File: src/rtl/fifo_uart_tx_reader.sv
// Pops bytes from an 8-bit FIFO and serialises each as one UART frame (8N1).
// Define FIFO_UART_TX_PARITY_EN to insert an even-parity bit between data and stop.
module fifo_uart_tx_reader #(
  parameter int CLK_FREQ = 100_000_000,
  parameter int BAUD     = 9600
) (
  input  logic       clk_i,
  input  logic       rst_ni,
  input  logic       fifo_empty_i,
  input  logic [7:0] fifo_rdata_i,
  output logic       fifo_pop_o,
  output logic       tx_o,
  output logic       tx_busy_o,
  output logic       tx_done_o
);

  localparam int DIV = CLK_FREQ / BAUD;
  localparam int CW  = (DIV > 1) ? $clog2(DIV) : 1;
  localparam logic [CW-1:0] BAUD_LAST = CW'(DIV - 1);
  localparam logic [CW-1:0] BAUD_ONE  = CW'(1);

  localparam logic [2:0] ST_IDLE   = 3'd0;
  localparam logic [2:0] ST_START  = 3'd1;
  localparam logic [2:0] ST_DATA   = 3'd2;
  localparam logic [2:0] ST_STOP   = 3'd3;
`ifdef FIFO_UART_TX_PARITY_EN
  localparam logic [2:0] ST_PARITY = 3'd4;
`endif

  logic [2:0]    state_q, state_d;
  logic [CW-1:0] baud_q, baud_d;
  logic [2:0]    bit_q, bit_d;
  logic [7:0]    shift_q, shift_d;
  logic          tx_q, tx_d;
  logic          pop_q, pop_d;
  logic          busy_q, busy_d;
  logic          done_q, done_d;

  logic          bit_end;
  logic [2:0]    bit_nxt;

  assign bit_end = (baud_q == BAUD_LAST);
  assign bit_nxt = bit_q + 3'd1;

  always_comb begin
    state_d = state_q;
    baud_d  = baud_q;
    bit_d   = bit_q;
    shift_d = shift_q;
    tx_d    = tx_q;
    pop_d   = 1'b0;
    busy_d  = busy_q;
    done_d  = 1'b0;

    case (state_q)
      ST_IDLE: begin
        baud_d = '0;
        bit_d  = 3'd0;
        tx_d   = 1'b1;
        if (!fifo_empty_i) begin
          // The byte is captured at pop; later FIFO read data is irrelevant.
          state_d = ST_START;
          shift_d = fifo_rdata_i;
          pop_d   = 1'b1;
          tx_d    = 1'b0;
          busy_d  = 1'b1;
        end
      end

      ST_START: begin
        if (bit_end) begin
          baud_d  = '0;
          bit_d   = 3'd0;
          state_d = ST_DATA;
          tx_d    = shift_q[0];
        end else begin
          baud_d = baud_q + BAUD_ONE;
        end
      end

      ST_DATA: begin
        if (bit_end) begin
          baud_d = '0;
          if (bit_q == 3'd7) begin
`ifdef FIFO_UART_TX_PARITY_EN
            state_d = ST_PARITY;
            tx_d    = ^shift_q;
`else
            state_d = ST_STOP;
            tx_d    = 1'b1;
`endif
          end else begin
            bit_d = bit_nxt;
            tx_d  = shift_q[bit_nxt];
          end
        end else begin
          baud_d = baud_q + BAUD_ONE;
        end
      end

`ifdef FIFO_UART_TX_PARITY_EN
      ST_PARITY: begin
        if (bit_end) begin
          baud_d  = '0;
          state_d = ST_STOP;
          tx_d    = 1'b1;
        end else begin
          baud_d = baud_q + BAUD_ONE;
        end
      end
`endif

      ST_STOP: begin
        if (bit_end) begin
          baud_d  = '0;
          state_d = ST_IDLE;
          tx_d    = 1'b1;
          busy_d  = 1'b0;
          done_d  = 1'b1;
        end else begin
          baud_d = baud_q + BAUD_ONE;
        end
      end

      default: begin
        state_d = ST_IDLE;
        baud_d  = '0;
        bit_d   = 3'd0;
        tx_d    = 1'b1;
        busy_d  = 1'b0;
      end
    endcase
  end

  // Reset discards any in-flight byte; it has already left the FIFO.
  always_ff @(posedge clk_i or negedge rst_ni) begin
    if (!rst_ni) begin
      state_q <= ST_IDLE;
      baud_q  <= '0;
      bit_q   <= 3'd0;
      shift_q <= 8'h00;
      tx_q    <= 1'b1;
      pop_q   <= 1'b0;
      busy_q  <= 1'b0;
      done_q  <= 1'b0;
    end else begin
      state_q <= state_d;
      baud_q  <= baud_d;
      bit_q   <= bit_d;
      shift_q <= shift_d;
      tx_q    <= tx_d;
      pop_q   <= pop_d;
      busy_q  <= busy_d;
      done_q  <= done_d;
    end
  end

  assign fifo_pop_o = pop_q;
  assign tx_o       = tx_q;
  assign tx_busy_o  = busy_q;
  assign tx_done_o  = done_q;

endmodule
File: config.mk
export PLATFORM = sky130hd
export DESIGN_NAME = fifo_uart_tx_reader
export DESIGN_NICKNAME = d
export VERILOG_FILES = /design/src/rtl/fifo_uart_tx_reader.sv
export SDC_FILE = /design/constraint.sdc
export NUM_CORES = 1
export LEC_CHECK = 0
export ABC_AREA = 1
export BUFFER_PORTS_ARGS = -buffer_cell sky130_fd_sc_hd__clkbuf_2
export CAP_MARGIN = 20
export CORE_MARGIN = 10
export CORE_UTILIZATION = 52
export DETAILED_ROUTE_END_ITERATION = 10
export GPL_TIMING_DRIVEN = 1
export PLACE_DENSITY = 0.74
export SLEW_MARGIN = 20
export SYNTH_ARGS = -nofsm -noshare
export SYNTH_HDL_FRONTEND = slang
export SYNTH_SLANG_ARGS = --single-unit
File: constraint.sdc
create_clock -name clk_i -period 1.45 [get_ports clk_i]
set_input_delay 0.2175 -clock clk_i [delete_from_list [all_inputs] [get_ports clk_i]]
set_output_delay 0.2175 -clock clk_i [all_outputs]
set_load 0.02 [all_outputs]
[Yosys cells after proc, flatten, opt, wreduce, memory -nomap -nowiden]
Cells that the tools add are included.
Word-level totals
  register bits: 32
  input bits: 11
Operators by class
  bitwise logic cells: 3
  $lt $le $gt $ge: 1
  reduce and logical (&&, ||, !) cells: 8
  muxes and demuxes: 26
  eq/ne operators: 11
  add/sub/neg operators: 2
Operator list (count)
  two-way mux 14 bit: 2
  two-way mux 3 bit: 7
  adder 14 x 1 -> 14 bit, second input constant: 1
  == test 14 bit, second input constant: 1
  two-way mux 1 bit: 12
  inequality test 2 bit, second input constant: 6
  one-hot mux 3 bit (4 select lines): 1
  one-hot mux 3 bit (3 select lines): 1
  == test 3 x 2 -> 1 bit, second input constant: 2
  AND reduction 3 bit: 2
  AND reduction 5 bit: 1
  less-than comparator 3 x 4 -> 1 bit, second input constant: 1
  one-hot mux 1 bit (4 select lines): 1
  AND reduction 4 bit: 1
  adder 3 x 1 -> 3 bit, second input constant: 1
  binary-select mux 1 bit (select 3 bit): 1
  == test 3 x 1 -> 1 bit, second input constant: 1
  == test 3 bit, second input constant: 1
  logical NOT 3 bit: 1
  NOT 1 bit: 3
  one-hot mux 1 bit (3 select lines): 1
  OR reduction 3 bit: 1
  AND reduction 2 bit: 1
  OR reduction 2 bit: 1

[Depth between registers and ports, before layout]
  depth after elaboration: 6
  depth in mapped cells: 9
  mapped depth without buffers: 9

[Least setup slack after synthesis]
No wires, ideal clock.
  path type: reg-to-reg
  from: register state_q[0]
  to: register state_q[0]
  setup time: 117 ps
  period minus slack after synthesis: 1506 ps
  arrival: 1389 ps
  data required time: 1333 ps
  path slack: -56 ps
  path buffers: 1
  cell stages (with the launch flop): 9
  cell sequence: dfrtp_1 inv_1 ha_1 clkbuf_2 or2_0 o21ai_2 nand3_2 nand2_1 nand2_1
On the way
  word-level cells in the longest chain between the ends: 3
  elaborated cells between the ends (all ways): 11
  those cells by class: eq/ne (8); mux (1); reduce/logical (2)
RTL lines
  from (decl): RTL line 30  | logic [2:0] state_q, state_d;
  from (signal assigned): RTL line 147  | state_q <= state_d;
  == test 3 x 2 -> 1 bit, or another cell as far along: RTL line 55  | case (state_q)
  inequality test 2 bit (no line)
  AND reduction 5 bit (no line)
Several ways; a longest one is shown, not always the timed one.
A chain may end at the register's enable or synchronous reset.

[Final worst setup path]
  from: register state_q[1]
  to: register state_q[0]
The elaborated chain is that of the path after synthesis.

==> metrics.txt <==
DRC errors left 0; clk sinks 31; area of the core 3030 µm²; area leader, netlist dfrtp_1; Warnings, synthesis 0; critical path's slowest cell dfrtp_1; post-DR vias/cell 4.82; drt wl/cell 11.6 µm; max frequency 706 MHz; main flop type after synthesis dfrtp_1; Yosys reg bits 31; Cell Count, Final, Fillers Out 275; post-route ant nets 0; initial antenna violation count 0; Leakage Power 0.000965 µW; Post-synth top cells 65 x nand2_1, 30 x dfrtp_1, 23 x nor2_1, 20 x inv_1, 8 x ha_1; CTS tree done; fill count 271; Starting DRT DRC Count 76; Placed Area 1830 µm²; Peak supply drop 0.914 mV; dominant cells by area after synthesis dfrtp_1 46%, nand2_1 15%, ha_1 6.1%; Slew HR 71.3%; Fin Clk Skew 0.00787 ns; CTS root buf clkbuf_4; Syn Nets 220; HP Class input port to flip-flop; first-pass GRT wire length 5600 µm; max cap viols 0; finished layout cell area 1950 µm²; count of pins over their slew limit 0; Seq/Total Area, Yosys 47.7%; clock-pin slew on the worst setup and hold paths 0.10 ns; most used cell, CP nand2_1; min Tclk post-route 1.42 ns; multiplexer share of the synthesized area 0%; largest family of logic cells by synthesized area simple AND/OR/NAND/NOR gates; CP Cell Sequence inv_2, ha_2, or2_4, o21ai_4, nand3_2, nand2_1, nand2_1; final period utilization 97.7%; Site Rows 20; vias in the first global route 1294; share of cells above drive strength 1 23.8%; Clock Path Buffers 2; endpoints failing hold 0; antenna cells 0; final net count 249; Die X 76.0 µm; Critical Path AT 1.64 ns; Synth Instances 201; # placed instances 266; Critical Path RT 1.68 ns; Vias 1326; Post CTS Setup Buffer Count 0; worst slack, placed 0.0358 ns; Setup Viol. Count Final 0; setup TNS 0 ns; Netlist cell types 27; P&R area growth vs syn 19.4%; DP Wirelength 2380 µm; final wirelength 3180 µm; post-synthesis simple-gate area fraction 32.1%; final worst setup slack 0.0332 ns; RSZ-0062 raised after global routing yes; PwrDens 1690 nW/µm²; WS Path Type flip-flop to flip-flop; worst slew pin tran 0.430 ns; Worst path max stage delay 0.40 ns; Layout Utilization 64.3%; ys async rst share 100%; DR pass1 iterations 4; Die Ht 76.0 µm; outcome finished clean; CTS buffer count 5; Critical Path Fanout Max 5; I/O pins 15; Crit. End Element flip-flop; Synth Area in XOR/XNOR 3.22%; adder-cell share of the synthesized area 6.14%; synthesized area 1630 µm²; Critical Path Start Type flip-flop; Compound-Gate Fraction of Synth Area 5.22%; largest net degree at the start of global routing 17; H-tree Lvls 2; gr ovfl total 0; Mean Syn Cell Area 8.11 µm²; Initial Utilization 53.8%; gpl congestion 0.786; PortBufs 14; worst skew pair latency 0.33 ns; post-synth top area share 46.0%; Die Footprint 5780 µm²; Post-synth EDFFs 0; GR Util All Layers 11.4%; most common cell in the synthesized netlist nand2_1
## cell usage in the layout (no fill, tap or decap), types with 5 or more instances in the layout
master / n
buf_4: 8
inv_1: 18
dfrtp_1: 28
a21oi_1: 6
nor2_1: 23
clkbuf_2: 14
nand3_1: 7
nand2_1: 65
o21ai_1: 5
clkbuf_4: 5
## worst paths after layout
check                                 from  slack, ns  cells after the start         end
hold / removal             fifo_rdata_i[6]       0.08                      3  shift_q[6]
min in group asynchronous           rst_ni       0.34                      2  baud_q[13]
setup reg to reg                state_q[1]       0.03                      7  state_q[0]
max in group asynchronous           rst_ni       0.59                      3        tx_o
hold reg to reg                  baud_q[0]       0.47                      1   baud_q[0]
setup / recovery                state_q[1]       0.03                      7  state_q[0]
## final cells by class
class	instances	area, µm²	area share, %
clock buffers	8	68.8	3.53
inverters	22	82.6	4.24
multi-input cells	146	801	41.1
well taps	44	55.1	2.83
flip-flops and latches	31	779	40.0
repair buffers	24	160	8.23
## power by group
group          switching [µW]  internal, µW
combinational             845           599
sequential                147          1110
clock                     298           285
total                    1290          1990
## flip-flops by register name, indices dropped and copies added, names as in the netlist
register	cells
tx_done_o	1
tx_busy_o	1
baud_q	14
tx_o	1
shift_q	8
state_q	2
fifo_pop_o	1
bit_q	3
## critical path: cells and delay by family (launching register included)
kind,cells,cell delay [ns]
DFF,1,0.40
and+or+nand+nor,4,0.47
AOI/OAI and AO/OA,1,0.20
buffers and inverters,1,0.06
adders and majority gates,1,0.18
## logic make-up after synthesis
kind of cell,count (synthesis)
buffers and inverters,24
DFF,31
adders and majority gates,8
AOI/OAI and AO/OA,16
xor gates and xnor gates,6
and+or+nand+nor,116
## per-layer routing
| metal | part of all wire (%) | wire (µm) | GRT usage, % | vias up |
|---|---|---|---|---|
| met1 | 48 | 1520 | 13.5 | 614 |
| li1 | - | - | - | 686 |
| met3 | 5.0 | 160 | 4.83 | 5 |
| met5 | 0 | 0 | 0 | - |
| met2 | 46 | 1460 | 18.2 | 21 |
| met4 | 1.0 | 33 | 3.41 | 0 |
## stage by stage
step	hold WS, ns	total power (µW)
after floorplan	-0.0781	2240
after global placement	0.169	2620
after detailed placement	0.174	2640
after CTS	0.0807	3230
after global routing	0.0741	3610
final	0.0837	3280
## timing repair
| action | 4_1_cts | 5_1_grt |
|---|---|---|
| gates resized for setup | 0 | 12 |
| hold buffers | 1 | 0 |
| endpoints found under the hold margin | 15 | 0 |
| setup endpoints to repair | 0 | 16 |
Power figures use the tool's default switching activity.
